--- src/rtl/decode_pipe_if.sv ---
// decode_pipe_if: fetch, writeback and ID/EX boundary signals of the decode stage
interface decode_pipe_if #(parameter int DWIDTH = 32);
  logic              Stall;
  logic              Flush;
  logic [31:0]       Instruction;
  logic [31:0]       Program_Count;
  logic [31:0]       Program_Count_Plus;
  logic              WB_En;
  logic [4:0]        WB_Addr;
  logic [DWIDTH-1:0] WB_Data;
  logic [31:0]       ID_Program_Count;
  logic [31:0]       ID_Program_Count_Plus;
  logic [DWIDTH-1:0] Rs1_Data;
  logic [DWIDTH-1:0] Rs2_Data;
  logic [4:0]        Rs1_Addr;
  logic [4:0]        Rs2_Addr;
  logic [4:0]        Rd_Addr;
  logic [31:0]       Imm;
  logic [2:0]        Funct3;
  logic              Funct7_B5;
  logic              Reg_Write;
  logic              Mem_Read;
  logic              Mem_Write;
  logic              Branch;
  logic              Jal;
  logic              Jalr;
  logic              Alu_Src;
  logic              Lui;
  logic              Auipc;
  logic              Is_Mul;
  logic              Illegal;
  modport master (
    output Stall, Flush, Instruction, Program_Count, Program_Count_Plus, WB_En, WB_Addr, WB_Data,
    input  ID_Program_Count, ID_Program_Count_Plus, Rs1_Data, Rs2_Data, Rs1_Addr, Rs2_Addr, Rd_Addr,
           Imm, Funct3, Funct7_B5, Reg_Write, Mem_Read, Mem_Write, Branch, Jal, Jalr, Alu_Src, Lui,
           Auipc, Is_Mul, Illegal
  );
  modport slave (
    input  Stall, Flush, Instruction, Program_Count, Program_Count_Plus, WB_En, WB_Addr, WB_Data,
    output ID_Program_Count, ID_Program_Count_Plus, Rs1_Data, Rs2_Data, Rs1_Addr, Rs2_Addr, Rd_Addr,
           Imm, Funct3, Funct7_B5, Reg_Write, Mem_Read, Mem_Write, Branch, Jal, Jalr, Alu_Src, Lui,
           Auipc, Is_Mul, Illegal
  );
endinterface

--- src/rtl/decode_pipe.sv ---
// decode_pipe: RV32IM decode stage with register file, immediate generation and ID/EX register
module decode_pipe #(
  parameter int DWIDTH   = 32,
  parameter int NUM_REGS = 32
) (
  input logic          Clk_Core,
  input logic          Rst_Core_N,
  decode_pipe_if.slave dp
);
  logic [DWIDTH-1:0] rf [NUM_REGS];
  logic [31:0]       ins;
  logic [6:0]        op;
  logic              r_t, i_t, ld_t, st_t, br_t, jal_t, jalr_t, lui_t, aui_t;
  logic              wr, src, ill, mul;
  logic [31:0]       imm;
  logic [4:0]        ra1, ra2;
  logic [DWIDTH-1:0] rd1, rd2;
  logic [125:0]      q, nxt;
  assign ins    = dp.Instruction;
  assign op     = ins[6:0];
  assign r_t    = op == 7'b0110011;
  assign i_t    = op == 7'b0010011;
  assign ld_t   = op == 7'b0000011;
  assign st_t   = op == 7'b0100011;
  assign br_t   = op == 7'b1100011;
  assign jal_t  = op == 7'b1101111;
  assign jalr_t = op == 7'b1100111;
  assign lui_t  = op == 7'b0110111;
  assign aui_t  = op == 7'b0010111;
  assign wr     = r_t | i_t | ld_t | jal_t | jalr_t | lui_t | aui_t;
  assign src    = i_t | ld_t | st_t | jalr_t | lui_t | aui_t;
  assign mul    = r_t && ins[31:25] == 7'b0000001;
  // an all-zero word is the fetch bubble, not an illegal instruction
  assign ill    = ~(wr | st_t | br_t) & (|ins);
  assign imm = (i_t | ld_t | jalr_t) ? {{20{ins[31]}}, ins[31:20]} :
               st_t                  ? {{20{ins[31]}}, ins[31:25], ins[11:7]} :
               br_t                  ? {{20{ins[31]}}, ins[7], ins[30:25], ins[11:8], 1'b0} :
               (lui_t | aui_t)       ? {ins[31:12], 12'b0} :
               jal_t                 ? {{12{ins[31]}}, ins[19:12], ins[20], ins[30:21], 1'b0} : '0;
  // while stalled, operands are re-read through the held indices so stall-time writebacks land
  assign ra1 = dp.Stall ? dp.Rs1_Addr : ins[19:15];
  assign ra2 = dp.Stall ? dp.Rs2_Addr : ins[24:20];
  assign rd1 = ra1 == 5'd0 ? '0 : (dp.WB_En && dp.WB_Addr == ra1) ? dp.WB_Data : rf[ra1];
  assign rd2 = ra2 == 5'd0 ? '0 : (dp.WB_En && dp.WB_Addr == ra2) ? dp.WB_Data : rf[ra2];
  assign nxt = {dp.Program_Count, dp.Program_Count_Plus, ins[19:15], ins[24:20],
                wr ? ins[11:7] : 5'd0, imm, ins[14:12], ins[30],
                wr, ld_t, st_t, br_t, jal_t, jalr_t, src, lui_t, aui_t, mul, ill};
  assign {dp.ID_Program_Count, dp.ID_Program_Count_Plus, dp.Rs1_Addr, dp.Rs2_Addr, dp.Rd_Addr,
          dp.Imm, dp.Funct3, dp.Funct7_B5, dp.Reg_Write, dp.Mem_Read, dp.Mem_Write, dp.Branch,
          dp.Jal, dp.Jalr, dp.Alu_Src, dp.Lui, dp.Auipc, dp.Is_Mul, dp.Illegal} = q;
  always_ff @(posedge Clk_Core or negedge Rst_Core_N)
    if (!Rst_Core_N)
      for (int i = 0; i < NUM_REGS; i++) rf[i] <= '0;
    else if (dp.WB_En && dp.WB_Addr != 5'd0)
      rf[dp.WB_Addr] <= dp.WB_Data;
  always_ff @(posedge Clk_Core or negedge Rst_Core_N)
    if (!Rst_Core_N) begin
      q           <= '0;
      dp.Rs1_Data <= '0;
      dp.Rs2_Data <= '0;
    end else if (dp.Flush) begin
      q           <= '0;
      dp.Rs1_Data <= '0;
      dp.Rs2_Data <= '0;
    end else begin
      if (!dp.Stall) q <= nxt;
      dp.Rs1_Data <= rd1;
      dp.Rs2_Data <= rd2;
    end
endmodule

--- src/flat_wrapper.sv ---
// flat-port wrapper written by rule: the top's interface ports become plain ports
module decode_pipe_flat 
#(
  parameter int DWIDTH   = 32,
  parameter int NUM_REGS = 32
)
  (Clk_Core, Rst_Core_N, dp_Stall, dp_Flush, dp_Instruction, dp_Program_Count, dp_Program_Count_Plus, dp_WB_En, dp_WB_Addr, dp_WB_Data, dp_ID_Program_Count, dp_ID_Program_Count_Plus, dp_Rs1_Data, dp_Rs2_Data, dp_Rs1_Addr, dp_Rs2_Addr, dp_Rd_Addr, dp_Imm, dp_Funct3, dp_Funct7_B5, dp_Reg_Write, dp_Mem_Read, dp_Mem_Write, dp_Branch, dp_Jal, dp_Jalr, dp_Alu_Src, dp_Lui, dp_Auipc, dp_Is_Mul, dp_Illegal);
  decode_pipe_if #(.DWIDTH(DWIDTH)) dp_i ();
  input logic Clk_Core;
  input logic Rst_Core_N;
  input wire logic [$bits(dp_i.Stall)-1:0] dp_Stall;
  input wire logic [$bits(dp_i.Flush)-1:0] dp_Flush;
  input wire logic [$bits(dp_i.Instruction)-1:0] dp_Instruction;
  input wire logic [$bits(dp_i.Program_Count)-1:0] dp_Program_Count;
  input wire logic [$bits(dp_i.Program_Count_Plus)-1:0] dp_Program_Count_Plus;
  input wire logic [$bits(dp_i.WB_En)-1:0] dp_WB_En;
  input wire logic [$bits(dp_i.WB_Addr)-1:0] dp_WB_Addr;
  input wire logic [$bits(dp_i.WB_Data)-1:0] dp_WB_Data;
  output wire logic [$bits(dp_i.ID_Program_Count)-1:0] dp_ID_Program_Count;
  output wire logic [$bits(dp_i.ID_Program_Count_Plus)-1:0] dp_ID_Program_Count_Plus;
  output wire logic [$bits(dp_i.Rs1_Data)-1:0] dp_Rs1_Data;
  output wire logic [$bits(dp_i.Rs2_Data)-1:0] dp_Rs2_Data;
  output wire logic [$bits(dp_i.Rs1_Addr)-1:0] dp_Rs1_Addr;
  output wire logic [$bits(dp_i.Rs2_Addr)-1:0] dp_Rs2_Addr;
  output wire logic [$bits(dp_i.Rd_Addr)-1:0] dp_Rd_Addr;
  output wire logic [$bits(dp_i.Imm)-1:0] dp_Imm;
  output wire logic [$bits(dp_i.Funct3)-1:0] dp_Funct3;
  output wire logic [$bits(dp_i.Funct7_B5)-1:0] dp_Funct7_B5;
  output wire logic [$bits(dp_i.Reg_Write)-1:0] dp_Reg_Write;
  output wire logic [$bits(dp_i.Mem_Read)-1:0] dp_Mem_Read;
  output wire logic [$bits(dp_i.Mem_Write)-1:0] dp_Mem_Write;
  output wire logic [$bits(dp_i.Branch)-1:0] dp_Branch;
  output wire logic [$bits(dp_i.Jal)-1:0] dp_Jal;
  output wire logic [$bits(dp_i.Jalr)-1:0] dp_Jalr;
  output wire logic [$bits(dp_i.Alu_Src)-1:0] dp_Alu_Src;
  output wire logic [$bits(dp_i.Lui)-1:0] dp_Lui;
  output wire logic [$bits(dp_i.Auipc)-1:0] dp_Auipc;
  output wire logic [$bits(dp_i.Is_Mul)-1:0] dp_Is_Mul;
  output wire logic [$bits(dp_i.Illegal)-1:0] dp_Illegal;
  assign dp_i.Stall = dp_Stall;
  assign dp_i.Flush = dp_Flush;
  assign dp_i.Instruction = dp_Instruction;
  assign dp_i.Program_Count = dp_Program_Count;
  assign dp_i.Program_Count_Plus = dp_Program_Count_Plus;
  assign dp_i.WB_En = dp_WB_En;
  assign dp_i.WB_Addr = dp_WB_Addr;
  assign dp_i.WB_Data = dp_WB_Data;
  assign dp_ID_Program_Count = dp_i.ID_Program_Count;
  assign dp_ID_Program_Count_Plus = dp_i.ID_Program_Count_Plus;
  assign dp_Rs1_Data = dp_i.Rs1_Data;
  assign dp_Rs2_Data = dp_i.Rs2_Data;
  assign dp_Rs1_Addr = dp_i.Rs1_Addr;
  assign dp_Rs2_Addr = dp_i.Rs2_Addr;
  assign dp_Rd_Addr = dp_i.Rd_Addr;
  assign dp_Imm = dp_i.Imm;
  assign dp_Funct3 = dp_i.Funct3;
  assign dp_Funct7_B5 = dp_i.Funct7_B5;
  assign dp_Reg_Write = dp_i.Reg_Write;
  assign dp_Mem_Read = dp_i.Mem_Read;
  assign dp_Mem_Write = dp_i.Mem_Write;
  assign dp_Branch = dp_i.Branch;
  assign dp_Jal = dp_i.Jal;
  assign dp_Jalr = dp_i.Jalr;
  assign dp_Alu_Src = dp_i.Alu_Src;
  assign dp_Lui = dp_i.Lui;
  assign dp_Auipc = dp_i.Auipc;
  assign dp_Is_Mul = dp_i.Is_Mul;
  assign dp_Illegal = dp_i.Illegal;
  decode_pipe #(.DWIDTH(DWIDTH), .NUM_REGS(NUM_REGS)) u_core (.Clk_Core(Clk_Core), .Rst_Core_N(Rst_Core_N), .dp(dp_i));
endmodule
--- config.mk ---
export PLATFORM = sky130hd
export DESIGN_NAME = decode_pipe_flat
export DESIGN_NICKNAME = d
export VERILOG_FILES = /design/src/rtl/decode_pipe_if.sv /design/src/rtl/decode_pipe.sv /design/src/flat_wrapper.sv
export SDC_FILE = /design/constraint.sdc
export NUM_CORES = 2
export LEC_CHECK = 0
export ABC_CLOCK_PERIOD_IN_PS = 3600
export BUFFER_PORTS_ARGS = -buffer_cell sky130_fd_sc_hd__buf_2
export CORE_ASPECT_RATIO = 0.6
export CORE_MARGIN = 1.5
export CORE_UTILIZATION = 47
export CTS_CLUSTER_DIAMETER = 120
export CTS_CLUSTER_SIZE = 16
export DETAILED_ROUTE_END_ITERATION = 12
export SYNTH_ARGS = -nofsm -noshare
export SYNTH_HDL_FRONTEND = slang
export SYNTH_SLANG_ARGS = --single-unit
--- constraint.sdc ---
create_clock -name Clk_Core -period 3.6 [get_ports Clk_Core]
set_input_delay 0.72 -clock Clk_Core [delete_from_list [all_inputs] [get_ports Clk_Core]]
set_output_delay 0.72 -clock Clk_Core [all_outputs]
set_load 0.01 [all_outputs]
==> metrics.txt <==
DR vias/cell=6.706; clk slew on worst S/H paths=80 ps; 1st-iter DRT viols=9693; Syn Inst Count=7161; detailed placement HPWL=168.4 mm; status=complete, no violations; IO Pins=328; CTS tree=done; Max-Cap Viols=0; WP data required=4190 ps; Seq/Total Area, Yosys=45.39%; DR WL/cell=30.89 um; Worst Path Arrival=3480 ps; Final Cycle Share=80.19%; max-slew violation count=0; clk buf depth=3; RSZ-0062 raised after global routing=no; Initial Util=47.25%; pre-CTS WS=189.1 ps; crit end category=register; Die ar.=0.1448 mm^2; Routed Antenna Nets=0; r2r startpoint=u_core.q[61]; WL final=279.9 mm; final hold slack=217.3 ps; Vert. Die Dim=295.3 um; Post-synth ARST share=100.0%; worst r2r dst=u_core.dp.Rs1_Data[11]; synth unique cells=71; setup_tns=0 ps; fillcell total=12890; Setup crit start kind=register; yosys warns=0; R2R setup slack=710 ps; final hold violations=0; Global Route Usage Sum=37.66%; #FFs+latches synth=1214; most common cell after layout, fill and taps aside=dfrtp_1; Root Driver=clkbuf_16; Mapped Avg Cell Area=9.347 um^2; # setup viols final=0; first-pass GRT wire length=403.2 mm; CTS Buf Count=85; P_leak=32.37 nW; Worst Reg-to-Reg Cells=8; core area=0.1416 mm^2; initial antenna violation count=24; largest net degree at the start of global routing=98; CTS Sinks=1214; CP startpoint=u_core.q[61]; share of layout cells above drive strength 1=25.44%; Achievable Freq=346.4 MHz; HP Start=dp_Program_Count[29]; Worst Setup EP=u_core.dp.Rs1_Data[11]; pwr/cell area=493.1 mW/mm^2; H-tree levels=3; Synth Net Count=7299; DR vias=60770; crit-path max FO=12; Worst-Margin Slew=1018 ps; VDD IR max=0.4666 mV; worst setup slack after layout=713.3 ps; DRC errors left=0; gpl congestion=0.9598; Post-Syn Area=0.06693 mm^2; Area Growth Syn to Fin=10.50%; final worst path period need=2887 ps; die width=490.2 um; number of synthesized flops with an enable pin=0; Hold Path Class=in -> reg; commonest cells after routing, fill and taps aside=dfrtp_1 (1212), nand2_1 (1062), mux2_2 (960); Reg area=0.03039 mm^2; critical path type=reg -> reg; Total Nets Final=7277; Multi-input gate area=0.03395 mm^2; top_reg_cell synth=dfrtp_1; clock latency on the worst-skew pair=740 ps; Slew HR=31.86%; number of port buffers=327; cell row count=107; worst clock skew=35.72 ps; number of global-route vias before repair=56220; Resized cells post-CTS=0; GRT overflow=0; drt first pass iters=7
logic make-up after synthesis:
family / Yosys count / share of synthesized area [%]
xor gates and xnor gates: 9 / 0.1178
DFF: 1214 / 45.39
and+or+nand+nor: 2718 / 16.78
muxes: 1173 / 20.85
AOI/OAI and AO/OA: 1318 / 12.29
buffers and inverters: 729 / 4.574
sequential cells by signal, indices dropped and copies added (netlist names):
| name | count |
|---|---|
| u_core.dp.Rs1_Data | 32 |
| u_core.q | 126 |
| u_core.rf | 1024 |
| u_core.dp.Rs2_Data | 32 |
metrics by stage:
| stage | cells | util [%] | instance area (um^2) | power (W) |
|---|---|---|---|---|
| floorplan | 7161 | - | 66930 | 0.02345 |
| global placement | 8958 | 50.59 | 71660 | 0.02666 |
| detailed placement | 8958 | 50.59 | 71660 | 0.02691 |
| CTS | 9054 | 52.20 | 73940 | 0.03624 |
| global route | 9058 | 52.21 | 73950 | 0.03798 |
| finish | 9062 | 52.21 | 73960 | 0.03647 |
cells in the mapped netlist (11+ instances only):
master,n,area share [%]
o21ai_0,434,3.2
a21o_1,22,0.25
nor4_1,11,0.10
clkbuf_1,443,2.5
a22oi_1,58,0.65
nand3_1,624,4.7
nor2_1,920,5.2
o2111ai_1,63,0.82
mux2_1,33,0.56
mux4_2,75,2.5
buf_1,89,0.50
nand2_1,1081,6.1
buf_2,167,1.2
nor3_1,15,0.11
a31oi_1,164,1.5
mux2i_1,96,1.4
a22o_1,33,0.43
buf_4,13,0.15
mux2_2,965,16
dfrtp_1,1214,45
a211o_1,22,0.29
a21oi_1,45,0.34
o22ai_1,397,3.7
and3_1,28,0.26
a41oi_1,21,0.27
worst min-delay path by stage:
stage	slack, ps	cells past startpoint	to
floorplan	420	0	u_core.dp.Rs1_Data[0]
global placement	390	0	u_core.rf[1007]
detailed placement	390	0	u_core.rf[1003]
CTS	190	3	u_core.q[123]
global route	220	3	u_core.q[79]
finish	220	3	u_core.q[123]
metal layers:
metal	share of wire [%]	global-route usage (%)	vias to the layer above
met5	0.043	0	-
met4	4.5	15.22	18
met3	14	13.14	768
met2	40	51.06	4514
met1	41	54.28	30210
li1	-	-	25260
worst max-delay path, stage by stage, from the launching register on:
cell and delay (ps):
dfrtp_1 500, mux2_2 530, buf_4 320, nand2_1 200, buf_4 210, a21oi_1 60, nor4_1 560, a22o_1 260
o22ai_1 70
power breakdown:
group | internal, W | leakage (nW) | total (W) | switching (W)
clock | 0.00437 | 1.11 | 0.00946 | 0.00509
combinational | 0.00393 | 15.6 | 0.00893 | 0.00501
sequential | 0.0159 | 15.7 | 0.0181 | 0.00214
total | 0.0242 | 32.4 | 0.0365 | 0.0122
cell type report:
cell class	instances	share of cell area, %
clock inverters	4	0.05752
flip-flops and latches	1214	41.09
well taps	1907	3.226
inverters	8	0.04060
diodes	8	0.02707
repair buffers	612	6.647
clock buffers	91	3.006
multi-input cells	5218	45.91
timing repair:
item,4_1_cts,5_1_grt
hold buffers,1,0
setup buffers,0,0
hold endpoints to repair,12,0
No activity file was read; power rests on OpenSTA's default activity.
